`config.mk`:
```
export PLATFORM = sky130hd
export DESIGN_NAME = mbus_member_ctrl_driver
export DESIGN_NICKNAME = d
export VERILOG_FILES = /design/src/rtl/mbus_member_ctrl_driver.sv
export SDC_FILE = /design/constraint.sdc
export NUM_CORES = 1
export LEC_CHECK = 0
export BUFFER_PORTS_ARGS = -buffer_cell sky130_fd_sc_hd__buf_4
export CAP_MARGIN = 20
export CORE_AREA = 2 2 62 64
export CTS_CLUSTER_SIZE = 40
export DETAILED_ROUTE_END_ITERATION = 7
export DIE_AREA = 0 0 64 66
export MAX_ROUTING_LAYER = met4
export PLACE_DENSITY = 0.81
export SYNTH_ARGS = -nofsm -noshare
export SYNTH_HDL_FRONTEND = slang
export SYNTH_SLANG_ARGS = --single-unit
```
`constraint.sdc`:
```
create_clock -name i_clk -period 5.5 [get_ports i_clk]
set_input_delay 0.55 -clock i_clk [delete_from_list [all_inputs] [get_ports i_clk]]
set_output_delay 0.55 -clock i_clk [all_outputs]
set_load 0.01 [all_outputs]
```
`src/rtl/mbus_member_ctrl_driver.sv`:
```
// Layer-side driver for the MBus member controller: prefix enumeration,
// invalidation, sleep handshake and wakeup/interrupt request sequencing.
module mbus_member_ctrl_driver #(
  parameter int PULSE_CYC   = 4,
  parameter int SYNC_STAGES = 2,
  parameter int TIMEOUT     = 1023
) (
  input  logic       i_clk,
  input  logic       i_reset,
  input  logic       i_enum_req,
  input  logic [3:0] i_enum_addr,
  input  logic       i_inval_req,
  input  logic       i_sleep_cmd,
  input  logic       i_tx_pend,
  input  logic       i_int_ack,
  input  logic       i_external_int,
  input  logic       i_mbc_sleep,
  input  logic       i_addr_valid,
  input  logic [3:0] i_addr_out,
  output logic       o_sleep_req,
  output logic       o_wakeup_req,
  output logic       o_clr_ext_int,
  output logic       o_addr_wr_en,
  output logic       o_addr_clr_b,
  output logic [3:0] o_addr_in,
  output logic       o_busy,
  output logic       o_cmd_done,
  output logic       o_cmd_err,
  output logic       o_int_sync
);

  localparam int PW = $clog2(PULSE_CYC + 1);
  localparam int TW = $clog2(TIMEOUT + 1);

  typedef enum logic [2:0] {
    IDLE, A_SETUP, A_WR, A_CHK, C_LOW, C_CHK, S_WAIT
  } state_t;

  logic [6:0] r_sync [SYNC_STAGES];
  logic [6:0] w_async;
  logic [6:0] w_s;

  assign w_async = {i_external_int, i_mbc_sleep, i_addr_valid, i_addr_out};
  assign w_s     = r_sync[SYNC_STAGES-1];

  always_ff @(posedge i_clk) begin
    if (i_reset) begin
      for (int i = 0; i < SYNC_STAGES; i++) r_sync[i] <= '0;
    end else begin
      r_sync[0] <= w_async;
      for (int i = 1; i < SYNC_STAGES; i++) r_sync[i] <= r_sync[i-1];
    end
  end

  state_t          r_state, w_state_n;
  logic [PW-1:0]   r_pcnt, w_pcnt_n;
  logic [TW-1:0]   r_tcnt, w_tcnt_n;
  logic            w_done_n, w_err_n, w_latch, w_req_any;
  logic            w_tmo;
  logic            r_busy, r_wr, r_clrb, r_sreq, r_done, r_err;
  logic [3:0]      r_addr_in;

  assign w_req_any = i_inval_req | i_enum_req | i_sleep_cmd;
  assign w_tmo     = (r_tcnt == TW'(TIMEOUT - 1));

  always_comb begin
    w_state_n = r_state;
    w_pcnt_n  = '0;
    w_tcnt_n  = '0;
    w_done_n  = 1'b0;
    w_err_n   = (r_state != IDLE) && w_req_any;
    w_latch   = 1'b0;
    unique case (r_state)
      IDLE: begin
        if (i_inval_req) begin
          w_state_n = C_LOW;
          w_err_n   = i_enum_req | i_sleep_cmd;
        end else if (i_enum_req) begin
          w_state_n = A_SETUP;
          w_latch   = 1'b1;
          w_err_n   = i_sleep_cmd;
        end else if (i_sleep_cmd) begin
          w_state_n = S_WAIT;
        end
      end
      A_SETUP: w_state_n = A_WR;
      A_WR: begin
        if (r_pcnt == PW'(PULSE_CYC - 1)) w_state_n = A_CHK;
        else w_pcnt_n = r_pcnt + 1'b1;
      end
      C_LOW: begin
        if (r_pcnt == PW'(PULSE_CYC - 1)) w_state_n = C_CHK;
        else w_pcnt_n = r_pcnt + 1'b1;
      end
      A_CHK, C_CHK, S_WAIT: begin
        // success wins over a timeout landing on the same cycle
        if ((r_state == A_CHK && w_s[4] && w_s[3:0] == r_addr_in) ||
            (r_state == C_CHK && !w_s[4]) ||
            (r_state == S_WAIT && w_s[5])) begin
          w_state_n = IDLE;
          w_done_n  = 1'b1;
        end else if (w_tmo) begin
          w_state_n = IDLE;
          w_err_n   = 1'b1;
        end else begin
          w_tcnt_n = r_tcnt + 1'b1;
        end
      end
      default: w_state_n = IDLE;
    endcase
  end

  always_ff @(posedge i_clk) begin
    if (i_reset) begin
      r_state   <= IDLE;
      r_pcnt    <= '0;
      r_tcnt    <= '0;
      r_busy    <= 1'b0;
      r_wr      <= 1'b0;
      r_clrb    <= 1'b1;
      r_sreq    <= 1'b0;
      r_done    <= 1'b0;
      r_err     <= 1'b0;
      r_addr_in <= 4'hF;
    end else begin
      r_state <= w_state_n;
      r_pcnt  <= w_pcnt_n;
      r_tcnt  <= w_tcnt_n;
      r_busy  <= (w_state_n != IDLE);
      r_wr    <= (w_state_n == A_WR);
      r_clrb  <= (w_state_n != C_LOW);
      r_sreq  <= (w_state_n == S_WAIT);
      r_done  <= w_done_n;
      r_err   <= w_err_n;
      if (w_latch) r_addr_in <= i_enum_addr;
    end
  end

  logic          r_tx_d, r_wake, r_clr, r_clr_d;
  logic [PW-1:0] r_ccnt;

  always_ff @(posedge i_clk) begin
    if (i_reset) begin
      r_tx_d  <= 1'b0;
      r_wake  <= 1'b0;
      r_clr   <= 1'b0;
      r_clr_d <= 1'b0;
      r_ccnt  <= '0;
    end else begin
      r_tx_d  <= i_tx_pend;
      r_clr_d <= r_clr;
      if (i_int_ack) begin
        r_clr  <= 1'b1;
        r_ccnt <= '0;
      end else if (r_clr) begin
        if (r_ccnt != PW'(PULSE_CYC - 1)) r_ccnt <= r_ccnt + 1'b1;
        else if (!w_s[6]) r_clr <= 1'b0;
      end
      if (i_int_ack) r_wake <= 1'b0;
      else if ((i_tx_pend && !r_tx_d) ||
               (r_clr_d && !r_clr && i_tx_pend)) r_wake <= 1'b1;
    end
  end

  assign o_sleep_req   = r_sreq;
  assign o_wakeup_req  = r_wake;
  assign o_clr_ext_int = r_clr;
  assign o_addr_wr_en  = r_wr;
  assign o_addr_clr_b  = r_clrb;
  assign o_addr_in     = r_addr_in;
  assign o_busy        = r_busy;
  assign o_cmd_done    = r_done;
  assign o_cmd_err     = r_err;
  assign o_int_sync    = w_s[6];

endmodule

```
==> flow_summary.ini <==
[status]
outcome = finished clean

[floorplan]
die_w_um = 64
initial_utilization_pct = 52.2
rows = 22
io_pins = 31
core_um2 = 3550
die_area_um2 = 4220
fp.dieH_um = 66

[placed_design]
io_buffers = 30
place_inst = 257
dpl-instance-area_um2 = 2090
dp_slack_ns = 3.32
gp_congestion = 0.807
post-dp-hpwl_um = 2090

[logic_synthesis]
ys_types = 35
netlist_area_um2 = 1850
ys_ff_latch = 47
synthFlopType = dfxtp_1
seq_area_frac_synth_pct = 50.8
yosys_warnings = 0
synthCells = 186
syn-num-nets = 210
yosysTopAreaCell = dfxtp_1
avgSynthCellArea_um2 = 9.96
synth_edf_count = 0
async_reset_ff_share_pct = 0
synth_area_leaders = dfxtp_1, nor2b_1, nor2_1
synth_top_area_share_pct = 50.8

[detailed_routing]
routed_wl_um = 2840
antenna_left = 0
wl_per_cell_um = 10.7
drt_first_iter_violations = 28
via_count = 1298
drc = 0
dr.pass1.iters = 6
viasPerCell = 4.90

[layout]
final_cells = 265
areaGrowthSynthToFinish_pct = 18.4
register_area_um2 = 941
fill_cells = 297
final_area_um2 = 2190
drive_above_1_share_pct = 19.4
multi_input_area_um2 = 837
fin_nets = 240
fin_util_pct = 61.8
diodes = 0

[power]
leakage_nw = 0.872
power_mw = 0.701
ir_drop_mv = 0.177
power_density_nw_per_um2 = 319

[worst_setup_path]
cp.arrival_ns = 2.46
startpoint = r_state[0]
r2r-start = r_state[0]
path_max_fanout = 12
cp-end-kind = register
worst_path_largest_cell_delay_ns = 0.62
crit_path_top_delay_cell = dfxtp_1
cp-start-kind = register
crit_path_cell_trace = and3b_1 -> o21ai_2 -> o31ai_4 -> a2111oi_0 -> nor2_1 -> or4_1
rrSetupSlack_ns = 3.29
path_class = reg -> reg
critical_path_required_ns = 5.76

[clocking]
root_buffer = clkbuf_4
clock-sinks = 47
cts_resized = 0
cts_hold_buf = 0
cts_setup_buffers = 0
cts.htree.levels = 2
path_clk_slew_ns = 0.14
numCtsBuffers = 5
clkLatencyLatePin_ns = 0.36
clock_path_buffers = 2
cts_tree = done

[sta]
setup_viol = 0
fin_skew_ns = 0.00991
finalMaxSlewViolations = 0
rsz0062_at_grt = false
slew-limit-headroom_pct = 70.9
holdWs_ns = 0.375
finalCritPeriodShare_pct = 40.1
tightest_slew_ns = 0.436
fin_crit_ns = 2.21
clock.fmax_mhz = 453
tns_ns = 0
hold_viol_final = 0
fin_ws_ns = 3.29

[hold_path]
hold_start = i_int_ack
hold_path_class = in -> reg

[grt]
track_usage_pct = 15.9
grt_max_degree = 34
grtUsageMet2_pct = 25.9
gr-total-overflow = 0
antenna_found_initial = 0
met1_usage_pct = 17.7
top_usage_layer = met2
grt_pass1_vias = 1182
grt_pass1_wl_um = 4970
grt_use_met3_pct = 6.64

[flow_run]
max_cap_viol_count = 0
==> layer usage <==
metal	up-vias	part of all wire, %
li1	680	-
met1	583	45
met2	29	48
met3	6	4.7
met4	0	1.5
met5	-	0
==> critical path, delay by kind of cell (launching register included) <==
kind            cells  cell delay (ns)
simple gates        3             0.83
flops               1             0.62
compound gates      3             0.65
==> cell type report <==
cell class,instances,share of cell area (%)
clock buffers,5,1.71
multi-input cells,125,38.1
repair buffers,30,10.3
clock inverters,3,3.08
inverters,7,1.20
well taps,48,2.74
flip-flops and latches,47,42.9
==> Yosys cell counts (2+ instances only) <==
cell	count
dfxtp_1	47
nor2_1	24
nor2b_1	20
xnor2_1	9
xor2_1	7
a21oi_1	6
ha_1	6
inv_1	6
nand2_1	6
nand2b_1	6
nor3_1	5
clkbuf_1	4
mux2i_1	4
nand4_1	4
buf_6	3
nand3_1	3
o21ai_0	3
a2111oi_0	2
and2_1	2
and3_1	2
nor3b_1	2
o31ai_1	2
==> where the power goes <==
part	internal (mW)	switching [mW]
registers	0.358	0.0139
logic	0.0393	0.0371
clock network	0.141	0.111
total	0.539	0.162
==> kinds of logic (layout without fill, tap and decap cells) <==
logic type	count (synthesis)	after routing	synth area share, %
and+or+nand+nor	79	79	23.3
muxes	4	4	2.16
DFF	47	47	50.8
adders and majority gates	6	6	4.05
AOI/OAI and AO/OA	20	20	8.10
buffers and inverters	14	45	4.05
xor gates and xnor gates	16	16	7.56
==> layout by cell type (no fill, tap or decap) <==
| cell | instances |
|---|---|
| o31ai_4 | 1 |
| bufinv_16 | 2 |
| nor2_2 | 1 |
| and3b_1 | 1 |
| xnor2_1 | 9 |
| clkbuf_4 | 5 |
| nor3b_1 | 2 |
| nand4_4 | 1 |
| o21ai_0 | 3 |
| buf_4 | 30 |
| and3_1 | 2 |
| ha_1 | 6 |
| o21ai_2 | 1 |
| mux2i_1 | 4 |
| a221oi_1 | 1 |
| o31ai_1 | 2 |
| a311oi_1 | 1 |
| a211o_1 | 1 |
| nor2_1 | 24 |
| nor3_1 | 5 |
| a31oi_1 | 1 |
| nor2b_1 | 20 |
| inv_1 | 6 |
| dfxtp_1 | 47 |
| a21oi_1 | 6 |
| nand2_1 | 6 |
| xor2_1 | 7 |
| or4_1 | 1 |
| a2111oi_0 | 2 |
| a221o_1 | 1 |
| nand3_1 | 3 |
| nand4_1 | 4 |
| clkinv_1 | 1 |
| clkinvlp_4 | 1 |
| and2_1 | 2 |
| nand2b_1 | 6 |
| nand3b_1 | 1 |
==> registers in the layout, summed over array words and instances, names as in the netlist, 3 cells and up <==
signal,cells
r_sync,14
r_state,3
o_addr_in,4
r_ccnt,3
r_pcnt,3
r_tcnt,10
==> worst paths after layout <==
check	cells past startpoint	to
worst min-delay path	2	r_ccnt[0]
worst min register to register	1	r_pcnt[0]
worst max register to register	6	o_addr_clr_b
worst max-delay path	6	o_addr_clr_b
Note: power is estimated with default switching activity, not from simulation.
